--- src/rtl/sram_uart_transmit_pkg.sv ---
// Shared types for the SRAM-to-UART upload path: controller state encoding,
// frame geometry and the byte-select helper.
package sram_uart_transmit_pkg;

    typedef enum logic [2:0] {
        S_UT_IDLE      = 3'd0,
        S_UT_READ_WAIT = 3'd1,
        S_UT_SEND_HIGH = 3'd2,
        S_UT_WAIT_HIGH = 3'd3,
        S_UT_SEND_LOW  = 3'd4,
        S_UT_WAIT_LOW  = 3'd5,
        S_UT_NEXT      = 3'd6
    } sram_uart_tx_state_type;

    localparam int unsigned SRAM_ADDR_W     = 18;
    localparam int unsigned SRAM_DATA_W     = 16;
    localparam int unsigned UART_FRAME_BITS = 10;

    function automatic logic [7:0] word_byte(input logic [15:0] word, input logic high);
        logic [7:0] sel;
        if (high) begin
            sel = word[15:8];
        end else begin
            sel = word[7:0];
        end
        return sel;
    endfunction

endpackage

--- src/rtl/sram_uart_transmit_controller.sv ---
// 8N1 byte serializer: one start bit, eight data bits LSB first, one stop bit,
// each bit held for BAUD_DIVISOR clocks. Empty is high whenever no frame is on the line.
module uart_transmit_controller
    import sram_uart_transmit_pkg::*;
#(
    parameter int unsigned BAUD_DIVISOR = 434
) (
    input  logic       Clock,
    input  logic       Resetn,
    input  logic       Clear,
    input  logic       Load,
    input  logic [7:0] TX_data,
    output logic       Empty,
    output logic       UART_TX_O
);

    localparam logic [0:0] S_TX_IDLE  = 1'b0;
    localparam logic [0:0] S_TX_SHIFT = 1'b1;
    localparam logic [15:0] BAUD_LAST = 16'(BAUD_DIVISOR - 1);
    localparam logic [3:0]  BIT_LAST  = 4'(UART_FRAME_BITS - 1);

    logic [0:0]  state_q, state_d;
    logic [15:0] baud_q, baud_d;
    logic [3:0]  bit_q, bit_d;
    logic [7:0]  shift_q, shift_d;
    logic        tx_q, tx_d;

    // Next-state logic for the frame sequencer
    always_comb begin
        state_d = state_q;
        baud_d  = baud_q;
        bit_d   = bit_q;
        shift_d = shift_q;
        tx_d    = tx_q;
        case (state_q)
            S_TX_IDLE: begin
                tx_d = 1'b1;
                if (Load) begin
                    state_d = S_TX_SHIFT;
                    tx_d    = 1'b0;
                    baud_d  = 16'd0;
                    bit_d   = 4'd0;
                    shift_d = TX_data;
                end else begin
                    state_d = S_TX_IDLE;
                end
            end
            S_TX_SHIFT: begin
                if (baud_q == BAUD_LAST) begin
                    baud_d = 16'd0;
                    if (bit_q == BIT_LAST) begin
                        state_d = S_TX_IDLE;
                        tx_d    = 1'b1;
                    end else begin
                        bit_d = bit_q + 4'd1;
                        // bits 1..8 carry data, bit 9 is the stop bit
                        if (bit_q < 4'd8) begin
                            tx_d    = shift_q[0];
                            shift_d = {1'b1, shift_q[7:1]};
                        end else begin
                            tx_d = 1'b1;
                        end
                    end
                end else begin
                    baud_d = baud_q + 16'd1;
                end
            end
            default: begin
                state_d = S_TX_IDLE;
                tx_d    = 1'b1;
            end
        endcase
    end

    // Frame state registers; Clear returns the line high on the next edge
    always_ff @(posedge Clock or negedge Resetn) begin
        if (!Resetn) begin
            state_q <= S_TX_IDLE;
            baud_q  <= 16'd0;
            bit_q   <= 4'd0;
            shift_q <= 8'h00;
            tx_q    <= 1'b1;
        end else if (Clear) begin
            state_q <= S_TX_IDLE;
            baud_q  <= 16'd0;
            bit_q   <= 4'd0;
            shift_q <= 8'h00;
            tx_q    <= 1'b1;
        end else begin
            state_q <= state_d;
            baud_q  <= baud_d;
            bit_q   <= bit_d;
            shift_q <= shift_d;
            tx_q    <= tx_d;
        end
    end

    assign Empty     = (state_q == S_TX_IDLE);
    assign UART_TX_O = tx_q;

endmodule

--- src/rtl/sram_uart_transmit.sv ---
// Streams SRAM words [Start_address..End_address] out the UART, high byte first.
// Owns the SRAM address bus only while Busy is high; never writes.
module sram_uart_transmit
    import sram_uart_transmit_pkg::*;
#(
    parameter int unsigned BAUD_DIVISOR      = 434,
    parameter int unsigned SRAM_READ_LATENCY = 2
) (
    input  logic                   Clock,
    input  logic                   Resetn,
    input  logic                   Initialize,
    input  logic                   Enable,
    input  logic [SRAM_ADDR_W-1:0] Start_address,
    input  logic [SRAM_ADDR_W-1:0] End_address,
    input  logic [SRAM_DATA_W-1:0] SRAM_read_data,
    output logic [SRAM_ADDR_W-1:0] SRAM_address,
    output logic                   SRAM_we_n,
    output logic                   UART_TX_O,
    output logic                   Busy,
    output logic                   Done
);

    localparam logic [7:0] LAT_LAST = 8'(SRAM_READ_LATENCY);

    sram_uart_tx_state_type state_q, state_d;
    logic [SRAM_ADDR_W-1:0] addr_q, addr_d;
    logic [SRAM_ADDR_W-1:0] end_q, end_d;
    logic [SRAM_DATA_W-1:0] word_q, word_d;
    logic [7:0]             lat_q, lat_d;
    logic                   busy_q, busy_d;
    logic                   done_q, done_d;
    logic                   we_n_q;
    logic                   load_s;
    logic [7:0]             tx_byte_s;
    logic                   empty_s;
    logic                   wrap_up_s;

    // The NEXT decision is taken in the cycle the low byte drains, keeping the
    // inter-word gap at 3 + latency and Done one cycle after the line goes idle.
    assign wrap_up_s = ((state_q == S_UT_WAIT_LOW) && empty_s) || (state_q == S_UT_NEXT);

    // Word fetch / byte sequencing
    always_comb begin
        state_d   = state_q;
        addr_d    = addr_q;
        end_d     = end_q;
        word_d    = word_q;
        lat_d     = lat_q;
        busy_d    = busy_q;
        done_d    = 1'b0;
        load_s    = 1'b0;
        tx_byte_s = 8'h00;
        case (state_q)
            S_UT_IDLE: begin
                if (Enable) begin
                    if (End_address < Start_address) begin
                        done_d = 1'b1;
                    end else begin
                        addr_d  = Start_address;
                        end_d   = End_address;
                        lat_d   = 8'd0;
                        busy_d  = 1'b1;
                        state_d = S_UT_READ_WAIT;
                    end
                end else begin
                    state_d = S_UT_IDLE;
                end
            end
            S_UT_READ_WAIT: begin
                if (lat_q == LAT_LAST) begin
                    word_d  = SRAM_read_data;
                    state_d = S_UT_SEND_HIGH;
                end else begin
                    lat_d = lat_q + 8'd1;
                end
            end
            S_UT_SEND_HIGH: begin
                load_s    = 1'b1;
                tx_byte_s = word_byte(word_q, 1'b1);
                state_d   = S_UT_WAIT_HIGH;
            end
            S_UT_WAIT_HIGH: begin
                if (empty_s) begin
                    state_d = S_UT_SEND_LOW;
                end else begin
                    state_d = S_UT_WAIT_HIGH;
                end
            end
            S_UT_SEND_LOW: begin
                load_s    = 1'b1;
                tx_byte_s = word_byte(word_q, 1'b0);
                state_d   = S_UT_WAIT_LOW;
            end
            S_UT_WAIT_LOW, S_UT_NEXT: begin
                state_d = state_q;
            end
            default: begin
                state_d = S_UT_IDLE;
                busy_d  = 1'b0;
            end
        endcase

        if (wrap_up_s) begin
            if (addr_q == end_q) begin
                busy_d  = 1'b0;
                done_d  = 1'b1;
                state_d = S_UT_IDLE;
            end else begin
                addr_d  = addr_q + 18'd1;
                lat_d   = 8'd0;
                state_d = S_UT_READ_WAIT;
            end
        end else begin
            state_d = state_d;
        end
    end

    // Controller registers; Initialize clears everything below Resetn
    always_ff @(posedge Clock or negedge Resetn) begin
        if (!Resetn) begin
            state_q <= S_UT_IDLE;
            addr_q  <= 18'd0;
            end_q   <= 18'd0;
            word_q  <= 16'h0000;
            lat_q   <= 8'd0;
            busy_q  <= 1'b0;
            done_q  <= 1'b0;
            we_n_q  <= 1'b1;
        end else if (Initialize) begin
            state_q <= S_UT_IDLE;
            addr_q  <= 18'd0;
            end_q   <= 18'd0;
            word_q  <= 16'h0000;
            lat_q   <= 8'd0;
            busy_q  <= 1'b0;
            done_q  <= 1'b0;
            we_n_q  <= 1'b1;
        end else begin
            state_q <= state_d;
            addr_q  <= addr_d;
            end_q   <= end_d;
            word_q  <= word_d;
            lat_q   <= lat_d;
            busy_q  <= busy_d;
            done_q  <= done_d;
            we_n_q  <= 1'b1;
        end
    end

    uart_transmit_controller #(
        .BAUD_DIVISOR(BAUD_DIVISOR)
    ) u_tx (
        .Clock    (Clock),
        .Resetn   (Resetn),
        .Clear    (Initialize),
        .Load     (load_s),
        .TX_data  (tx_byte_s),
        .Empty    (empty_s),
        .UART_TX_O(UART_TX_O)
    );

    assign SRAM_address = addr_q;
    assign SRAM_we_n    = we_n_q;
    assign Busy         = busy_q;
    assign Done         = done_q;

endmodule

--- config.mk ---
export PLATFORM = sky130hd
export DESIGN_NAME = sram_uart_transmit
export DESIGN_NICKNAME = d
export VERILOG_FILES = /design/src/rtl/sram_uart_transmit_pkg.sv /design/src/rtl/sram_uart_transmit_controller.sv /design/src/rtl/sram_uart_transmit.sv
export SDC_FILE = /design/constraint.sdc
export NUM_CORES = 1
export LEC_CHECK = 0
export ABC_CLOCK_PERIOD_IN_PS = 2600
export CAP_MARGIN = 20
export CORE_UTILIZATION = 56
export DETAILED_ROUTE_END_ITERATION = 8
export PLACE_DENSITY = 0.79
export REMOVE_ABC_BUFFERS = 1
export SYNTH_ARGS = -nofsm -noshare
export SYNTH_HDL_FRONTEND = slang
export SYNTH_SLANG_ARGS = --single-unit
--- constraint.sdc ---
create_clock -name Clock -period 2.6 [get_ports Clock]
set_clock_uncertainty 0.2 [all_clocks]
set_input_delay 0.39 -clock Clock [delete_from_list [all_inputs] [get_ports Clock]]
set_output_delay 0.39 -clock Clock [all_outputs]
set_load 0.01 [all_outputs]
==> flow_summary.json, run 1 <==
{
  "status": "finished with violations",
  "violations": "negative setup slack",
  "p_total_mw": 3.31,
  "drv_slew": 0,
  "ir_drop_uv": 270,
  "yosysSeqAreaShare_pct": 41.6,
  "slew_headroom_pct": 57.0,
  "ys_ff_latch": 95,
  "area_growth_pct": 31.0,
  "io_pins": 78,
  "ys_async_sr_fraction_pct": 100,
  "cts_tree": "yes",
  "grt_pass1_wl_mm": 24.7,
  "ctsHtreeMaxLevel": 3,
  "setup_viol": 5,
  "hold_path_depth": 3,
  "placementRows": 36,
  "n_antenna_cell": 0,
  "vias": 5533,
  "via_per_inst": 6.04,
  "internal-power_mw": 2.29,
  "clockPowerShare_pct": 27.6,
  "yosysTopAreaCellShare_pct": 41.2,
  "grt_overflow": 0,
  "worst-setup-path-type": "in2reg",
  "dr.pass1.iters": 5,
  "yosys.area.top_type": "dfrtp_1",
  "period_share_pct": 104,
  "layout_min_cycle_time_ns": 2.69,
  "rr_startpoint": "SRAM_address[6]",
  "min-delay-start": "End_address[8]",
  "synth_cells": 659,
  "synth-edff-count": 0,
  "reg2regPathDepth": 8,
  "crit_required_ns": 2.63,
  "grt_pass1_vias": 5130,
  "path_max_fanout": 6,
  "maxCapViolCount": 0,
  "clockBufferDepth": 2,
  "synth_cell_types": 69,
  "drc": 0,
  "p_comb_share_pct": 24.1,
  "finalNonFillerCells": 916,
  "finalWirelength_mm": 16.6,
  "post_drt_wl_per_cell_um": 18.1,
  "die-width_um": 103,
  "tightest_slew_ns": 0.644,
  "hold_path.class": "in2reg",
  "ys.flop_type": "dfrtp_1",
  "syn_avg_cell_area_um2": 8.67,
  "grt_max_degree": 56,
  "place_inst": 886,
  "power_density_mw_per_mm2": 442,
  "die_h_um": 103,
  "cts.sinks": 95,
  "gp_congestion": 0.927,
  "dp_slack_ns": -0.498,
  "cp-end-kind": "flop",
  "dp_hpwl_mm": 10.8,
  "syn_area_mm2": 0.00571,
  "fillCellCount": 701,
  "switching_share_pct": 30.8,
  "final_layout_size_suffix_gt1_share_pct": 19.5,
  "numPortBuffers": 76,
  "antenna_found_initial": 0,
  "core_area_mm2": 0.00982,
  "root_buffer": "clkbuf_8",
  "min_to": "end_q[8]",
  "grtUsageTotal_pct": 30.3,
  "initial_core_util_pct": 58.2,
  "drt_iter0_markers": 436,
  "final_area_mm2": 0.00748,
  "switchingPower_mw": 1.02,
  "hold_violations": 0,
  "reg2reg_to": "SRAM_address[17]",
  "place_area_mm2": 0.00688,
  "worst_setup_path_start_kind": "input pin",
  "leakage_nw": 3.25,
  "cts_buffers": 9,
  "path_clk_slew_ns": 0.09,
  "rrSetupSlack_ns": -0.02,
  "layout.nets": 858,
  "fp.dieArea_mm2": 0.0106,
  "hold-worst-slack_ns": 0.143,
  "seqPwrFrac_pct": 48.3,
  "drtAntennaViolNets": 0,
  "max_freq_mhz": 371,
  "arrival_ns": 2.72,
  "synth_area_leaders": "dfrtp_1 (41%), nand2_1 (7.3%), a21oi_1 (5.9%), ha_1 (5.3%), nor2_1 (3.5%)",
  "setup_ws_ns": -0.0925,
  "final_util_pct": 76.2,
  "clk_latency_ns": 0.38,
  "setup_tns_ns": -0.226,
  "ys_warn_count": 0
}
[state kept, by name (all words and copies together), names as in the netlist]
| register | count |
|---|---|
| Busy | 1 |
| Done | 1 |
| SRAM_address | 18 |
| end_q | 18 |
| lat_q | 8 |
| state_q | 3 |
| u_tx.UART_TX_O | 1 |
| u_tx.baud_q | 16 |
| u_tx.bit_q | 4 |
| u_tx.shift_q | 8 |
| u_tx.state_q | 1 |
| word_q | 16 |
[placed cells by master, fill, tap and decap left out, drive strengths merged, types with 2 or more instances in the layout]
cell type,count
a211oi,5
a21o,2
a21oi,69
a22o,8
a22oi,8
a311oi,3
a31oi,16
a41oi,2
and2,7
and3,4
buf,69
clkbuf,14
clkdlybuf4s50,59
clkinv,2
dfrtp,94
dlymetal6s2s,15
ha,24
inv,30
mux2,7
nand2,112
nand2b,8
nand3,23
nand4,14
nand4b,2
nor2,55
nor2b,2
nor3,14
nor3b,4
nor4,4
nor4b,2
o211a,2
o21a,3
o21ai,36
o311ai,2
or2,5
or3,7
xnor2,18
xor2,13
[repair_timing]
item,in CTS,in global routing
resized for setup,19,45
hold buffers,1,0
hold endpoints to repair,29,0
endpoints found under the setup margin,25,57
buffers inserted,5,5
cloned,1,2
pin swaps,8,20
[cell families after synthesis]
family,synth area share (%)
buf+inv,5.74
flops,41.6
simple gates,23.2
other cells,0.0657
xor+xnor,4.75
fa+ha+maj,5.26
mux,1.56
compound gates,17.8
[cell type report]
cell class | count | area [µm²] | share of cell area [%]
Multi-Input combinational cell | 497 | 3220 | 43.0
Sequential cell | 95 | 2380 | 31.8
Timing Repair Buffer | 146 | 1440 | 19.2
Tap cell | 133 | 166 | 2.22
Clock buffer | 12 | 145 | 1.94
Inverter | 29 | 109 | 1.46
Clock inverter | 4 | 30.0 | 0.401
[how the worst max path moves through the flow]
stage                     slack [ns]  cells past startpoint                to              start
after floorplan                -0.22                      9  SRAM_address[11]   Start_address[7]
after global placement         -0.34                     11  SRAM_address[17]   Start_address[9]
after detailed placement       -0.50                     10   SRAM_address[0]   Start_address[9]
after CTS                      0.008                     13  SRAM_address[13]  Start_address[11]
after global routing           -0.25                     12  SRAM_address[17]  Start_address[12]
final                          -0.09                     12  SRAM_address[17]  Start_address[12]
[routing by layer]
metal  wire (µm)  vias up  track usage [%]
li1            -     2531                -
met1        6560     2679             39.4
met2        8280      261             51.3
met3        1120       62             4.20
met4         595        0             11.9
met5           0        -                0
[power by group through the flow]
stage                     clock network (mW)  logic (mW)  registers, mW
final                                  0.913       0.797           1.60
after global routing                   0.978       0.855           1.60
after CTS                              0.923       0.717           1.59
after detailed placement                   0       0.668           1.62
after global placement                     0       0.646           1.62
after floorplan                            0       0.291           1.62
[synthesized netlist by cell type (all sizes together), types with 3 or more instances]
cell type  number
ha             24
nor2           55
mux2            7
buf            20
clkbuf         18
xor2           13
nand3          23
a31oi          16
dfrtp          94
nor4            4
a21oi          69
a211oi          5
nand2b          8
a22o            8
nor3           14
or2             5
and2            7
inv            29
a22oi           8
o21ai          36
a311oi          3
and3            4
or3             7
nand2         112
nor3b           4
nand4          14
o21a            3
xnor2          18
[critical path, stage by stage]
cell and delay (ns):
clkdlybuf4s50_1 0.49, inv_1 0.05, ha_1 0.30, nand4_1 0.23, nor2_1 0.26, nand2_1 0.13, a21oi_4 0.16, buf_4 0.14
nor3_4 0.05, buf_6 0.17, o21ai_0 0.22, a31oi_1 0.13
Power figures use the tool's default switching activity.
==> run 2, diff against run 1 <==
--- a/config.mk
+++ b/config.mk
@@ -7,10 +7,14 @@
 export LEC_CHECK = 0
 export ABC_CLOCK_PERIOD_IN_PS = 2600
 export CAP_MARGIN = 20
-export CORE_UTILIZATION = 56
+export CELL_PAD_IN_SITES_DETAIL_PLACEMENT = 1
+export CELL_PAD_IN_SITES_GLOBAL_PLACEMENT = 1
+export CORE_UTILIZATION = 42
 export DETAILED_ROUTE_END_ITERATION = 8
+export MAX_ROUTING_LAYER = met4
 export PLACE_DENSITY = 0.79
 export REMOVE_ABC_BUFFERS = 1
 export SYNTH_ARGS = -nofsm -noshare
 export SYNTH_HDL_FRONTEND = slang
 export SYNTH_SLANG_ARGS = --single-unit
+export TNS_END_PERCENT = 1
==> run 2 against run 1 <==
The run still ends with negative setup slack left. Global-route usage down 2.9 points. Wire length up 17%. Critical path depth down 1. Setup slack better by 0.073 ns. Cell area up 3.1%. Via count down 0.11%. Combinational power up 5.8%. Sequential share of layout area down 0.94 points. Critical path type unchanged.
==> flow_summary.json, run 2 (synthesis results as in run 1) <==
{
  "setup_tns_ns": -0.0441,
  "final_area_mm2": 0.00771,
  "cts.sinks": 95,
  "finalNonFillerCells": 970,
  "antenna_found_initial": 0,
  "grt_pass1_wl_mm": 29.7,
  "die_h_um": 119,
  "setup_ws_ns": -0.0197,
  "n_antenna_cell": 0,
  "seqPwrFrac_pct": 42.9,
  "cts_tree": "yes",
  "worst-setup-path-type": "in2reg",
  "status": "finished with violations",
  "post_drt_wl_per_cell_um": 19.9,
  "final_layout_size_suffix_gt1_share_pct": 21.5,
  "period_share_pct": 101,
  "drc": 0,
  "cp-end-kind": "flop",
  "ir_drop_uv": 319,
  "grt_overflow": 0,
  "clk_latency_ns": 0.35,
  "clockBufferDepth": 2,
  "finalWirelength_mm": 19.3,
  "switchingPower_mw": 1.14,
  "slew_headroom_pct": 53.0,
  "layout_common_cells": "nand2_1 (109), dfrtp_1 (93), buf_4 (71), a21oi_1 (61), clkdlybuf4s50_1 (56)",
  "io_pins": 78,
  "place_area_mm2": 0.00702,
  "arrival_ns": 2.62,
  "mostFrequentLayoutCell": "nand2_1",
  "crit_required_ns": 2.61,
  "internal-power_mw": 2.58,
  "grt_setup_unrepaired": "true",
  "final_util_pct": 58.2,
  "die-width_um": 119,
  "grt_pass1_vias": 5758,
  "leakage_nw": 3.35,
  "tightest_slew_ns": 0.704,
  "numPortBuffers": 76,
  "drv_slew": 0,
  "place_inst": 943,
  "cts_buffers": 9,
  "p_comb_share_pct": 22.6,
  "worst_setup_path_start_kind": "input pin",
  "max_freq_mhz": 382,
  "setup_viol": 3,
  "via_per_inst": 5.70,
  "ctsHtreeMaxLevel": 3,
  "violations": "negative setup slack",
  "path_max_fanout": 5,
  "grt_max_degree": 50,
  "layout_min_cycle_time_ns": 2.62,
  "initial_core_util_pct": 43.1,
  "fp.dieArea_mm2": 0.0141,
  "hold_violations": 0,
  "grtUsageTotal_pct": 27.3,
  "maxCapViolCount": 0,
  "path_clk_slew_ns": 0.07,
  "placementRows": 42,
  "drtAntennaViolNets": 0,
  "area_growth_pct": 35.0,
  "gp_congestion": 0.865,
  "switching_share_pct": 30.6,
  "dr.pass1.iters": 4,
  "layout.nets": 869,
  "clockPowerShare_pct": 34.4,
  "dp_hpwl_mm": 13.3,
  "hold_path.class": "in2reg",
  "root_buffer": "clkbuf_16",
  "power_density_mw_per_mm2": 483,
  "core_area_mm2": 0.0132,
  "vias": 5527,
  "drt_iter0_markers": 331
}
run 2: changes by cell type in the layout (fill, tap and decap cells not counted), sizes merged:
cell,previous run,this run
buf,69,80
clkbuf,14,11
clkdlybuf4s50,59,56
dlygate4sd2,0,2
dlymetal6s2s,15,16
inv,30,33
run 2: cell type report:
class                   count  area (µm²)
clock buffers               9         225
clock inverters             7        52.6
fillers                  1566        5530
inverters                  29         109
multi-input cells         497        3230
flip-flops and latches     95        2380
well taps                 176         220
repair buffers            157        1500
run 2: path summary, 6_finish.rpt:
path	startpoint	endpoint	slack, ns	depth (start not counted)
worst max-delay path	End_address[8]	SRAM_address[2]	-0.02	11
worst min-delay path	End_address[4]	end_q[4]	0.20	3
worst max register to register	end_q[14]	lat_q[5]	0.06	7
worst min register to register	u_tx.shift_q[7]	u_tx.shift_q[7]	0.31	1
max in group asynchronous	Resetn	u_tx.UART_TX_O	1.15	3
min in group asynchronous	Resetn	end_q[1]	0.36	2
run 2: repair_timing:
item / 4_1_cts / 5_1_grt
resized for setup: 16 / 58
hold buffers: 1 / 0
setup endpoints to repair: 34 / 48
pin swaps: 3 / 17
cloned: 1 / 2
buffers inserted: 4 / 3
endpoints found under the hold margin: 38 / 0
run 2: critical path, stage by stage:
cell             delay [ns]
clkdlybuf4s50_1        0.50
ha_1                   0.25
o21ai_0                0.23
nor2_1                 0.09
nor3_2                 0.18
buf_4                  0.17
a21oi_4                0.07
or2_4                  0.30
clkbuf_16              0.18
a22oi_2                0.17
a21oi_1                0.08
run 2: stage by stage:
stage | setup WS (ns) | hold slack, ns | power [mW]
6_report | -0.0197 | 0.195 | 3.72
5_1_grt | -0.0808 | 0.219 | 3.86
4_1_cts | -0.0226 | 0.292 | 3.64
3_5_place_dp | -0.467 | 0.210 | 2.34
3_3_place_gp | -0.431 | 0.205 | 2.30
2_1_floorplan | -0.218 | -0.106 | 1.91
run 2: power groups by stage:
stage          Combinational [mW]  Sequential, mW  Clock (mW)
2_1_floorplan               0.291            1.62           0
3_5_place_dp                0.714            1.62           0
5_1_grt                     0.907            1.60        1.35
4_1_cts                     0.749            1.59        1.30
3_3_place_gp                0.687            1.62           0
6_report                    0.843            1.60        1.28
run 2: layer usage:
metal | GRT usage, % | routed length [µm]
met1 | 35.3 | 8320
met2 | 45.3 | 9840
met3 | 3.14 | 853
met4 | 7.75 | 289
met5 | - | 0
==> run 3, diff against run 2 <==
--- a/config.mk
+++ b/config.mk
@@ -12,7 +12,7 @@
 export CORE_UTILIZATION = 42
 export DETAILED_ROUTE_END_ITERATION = 8
 export MAX_ROUTING_LAYER = met4
-export PLACE_DENSITY = 0.79
+export PLACE_DENSITY = 0.84
 export REMOVE_ABC_BUFFERS = 1
 export SYNTH_ARGS = -nofsm -noshare
 export SYNTH_HDL_FRONTEND = slang
==> run 3 against run 2 <==
The run still ends with negative setup slack left. Core utilization rose by 0.34 points. Non-clock buffer count is 7 lower. Count of clock-buffer cells in the layout up 1. Flip-flop and latch count unchanged. Final cell count fell by 0.62%. Combinational power grew 4.5%. Power increased by 2.8%. Highest routed layer unchanged.
==> flow_summary.json, run 3 (synthesis results as in run 1) <==
{
  "status": "finished with violations",
  "violations": "negative setup slack",
  "cpPeakStageDelay_ns": 0.48,
  "final_layout_size_suffix_gt1_share_pct": 21.9,
  "grt_pass1_vias": 6157,
  "core_area_mm2": 0.0132,
  "fp.dieArea_mm2": 0.0141,
  "use_met3_pct": 5.89,
  "arrival_ns": 2.82,
  "die_h_um": 119,
  "busiest_layer": "met2",
  "crit_required_ns": 2.66,
  "grt_overflow": 0,
  "grt_max_degree": 55,
  "worst-setup-path-type": "in2reg",
  "gp_congestion": 0.835,
  "dp_slack_ns": -0.528,
  "path_max_fanout": 6,
  "layout_min_cycle_time_ns": 2.76,
  "post_drt_wl_per_cell_um": 23.3,
  "hold_path.class": "in2reg",
  "layout_common_cells": "nand2_1 (110), dfrtp_1 (92), buf_4 (64), a21oi_1 (58), nor2_1 (52)",
  "placementRows": 42,
  "root_buffer": "clkbuf_16",
  "tightest_slew_ns": 0.701,
  "clk_latency_ns": 0.37,
  "layout.nets": 862,
  "cp-end-kind": "flop",
  "cp_top_family": "simple AND/OR/NAND/NOR gates",
  "grtUsageMet2_pct": 50.8,
  "clockBufferDepth": 2,
  "cp_num_buf_inv": 3,
  "grt_pass1_wl_mm": 32.7,
  "cts.sinks": 95,
  "setup_viol": 36,
  "drc": 0,
  "crit_chain": "clkdlybuf4s50_1 > ha_4 > nand4_1 > nor2_1 > nand2_1 > a21oi_4 > or2_4 > buf_12 > buf_4 > nand2_1 > a21oi_1",
  "max_freq_mhz": 362,
  "die-width_um": 119,
  "cts_tree": "yes",
  "area_growth_pct": 35.8,
  "slew_headroom_pct": 53.3,
  "cts_buffers": 9,
  "drtAntennaViolNets": 0,
  "antenna_found_initial": 1,
  "grtUsageTotal_pct": 30.7,
  "rrSetupSlack_ns": -0.04,
  "worst_setup_path_start_kind": "input pin",
  "hold_violations": 0,
  "fillCellCount": 1548,
  "power_density_mw_per_mm2": 493,
  "ctsHtreeMaxLevel": 3,
  "multiInputGateArea_mm2": 0.00328,
  "vias": 5848,
  "ff_latch_area_mm2": 0.00238,
  "mostFrequentLayoutCell": "nand2_1",
  "setup_ws_ns": -0.163,
  "ir_drop_uv": 390,
  "dp_hpwl_mm": 13.3,
  "period_share_pct": 106,
  "drv_slew": 0,
  "crit_slowest_cell": "clkdlybuf4s50_1",
  "numPortBuffers": 76,
  "critical_path.most_common_cell": "nand2_1",
  "via_per_inst": 6.07,
  "dr.pass1.iters": 5,
  "initial_core_util_pct": 43.1,
  "drt_iter0_markers": 502,
  "final_util_pct": 58.6,
  "met1_usage_pct": 35.9,
  "maxCapViolCount": 0,
  "finalWirelength_mm": 22.5,
  "path_clk_slew_ns": 0.08,
  "io_pins": 78,
  "leakage_nw": 3.41
}
## run 3: cell count changes in the layout (fill, tap and decap cells not counted), moves of 4 or more
cell,change
buf_4,-7
clkdlybuf4s50_1,-9
dlymetal6s2s_1,+7
o21ai_0,-5
o21ai_2,+4
## run 3: power by group
| group | switching (mW) | leakage [nW] | internal (mW) | total [mW] |
|---|---|---|---|---|
| clock network | 0.653 | 0.143 | 0.692 | 1.34 |
| logic | 0.484 | 1.96 | 0.396 | 0.881 |
| registers | 0.0751 | 1.31 | 1.53 | 1.60 |
| total | 1.21 | 3.41 | 2.62 | 3.83 |
## run 3: repair_timing
item / in CTS / in global routing
pin swaps: 10 / 14
hold buffers: 1 / 0
hold endpoints to repair: 50 / 0
gates resized for setup: 31 / 64
cloned: 1 / 1
setup endpoints to repair: 45 / 47
buffers inserted: 2 / 2
## run 3: through the flow
step | cell area, µm² | hold slack (ns) | instances | TNS [ns] | total power, mW
6_report | 7760 | 0.165 | 964 | -2.14 | 3.83
5_1_grt | 7760 | 0.169 | 964 | -3.71 | 3.96
4_1_cts | 7500 | 0.272 | 960 | -0.000465 | 3.71
3_5_place_dp | 7020 | 0.270 | 940 | -18.06 | 2.33
3_3_place_gp | 7020 | 0.262 | 940 | -17.47 | 2.30
2_1_floorplan | 5490 | -0.106 | 621 | -0.913 | 1.91
## run 3: area by class of cell
class | instances | share of cell area, %
clock inverters | 6 | 0.677
diodes | 1 | 0.0323
multi-input cells | 497 | 42.3
clock buffers | 10 | 3.08
flip-flops and latches | 95 | 30.7
inverters | 29 | 1.40
well taps | 176 | 2.84
repair buffers | 150 | 19.0
## run 3: worst reg2reg max path: stages (launching register included)
cell     delay, ns
dfrtp_1       0.42
xnor2_2       0.29
nand4_1       0.33
nor3_4        0.31
a21oi_2       0.15
nor2_2        0.24
o21ai_0       0.23
a31oi_1       0.34
## run 3: final timing paths
| path | startpoint | to | depth (start not counted) |
|---|---|---|---|
| setup / recovery | End_address[16] | end_q[5] | 11 |
| hold reg to reg | lat_q[7] | lat_q[7] | 1 |
| setup reg to reg | end_q[14] | lat_q[3] | 7 |
| min in group asynchronous | Resetn | word_q[5] | 2 |
| max in group asynchronous | Resetn | SRAM_address[2] | 3 |
| hold / removal | End_address[3] | end_q[3] | 3 |
## run 3: layer usage
layer / share of wire (%) / vias to the layer above
met5: 0 / -
met4: 4.6 / 0
met2: 50 / 269
met1: 38 / 2942
li1: - / 2546
met3: 6.8 / 91
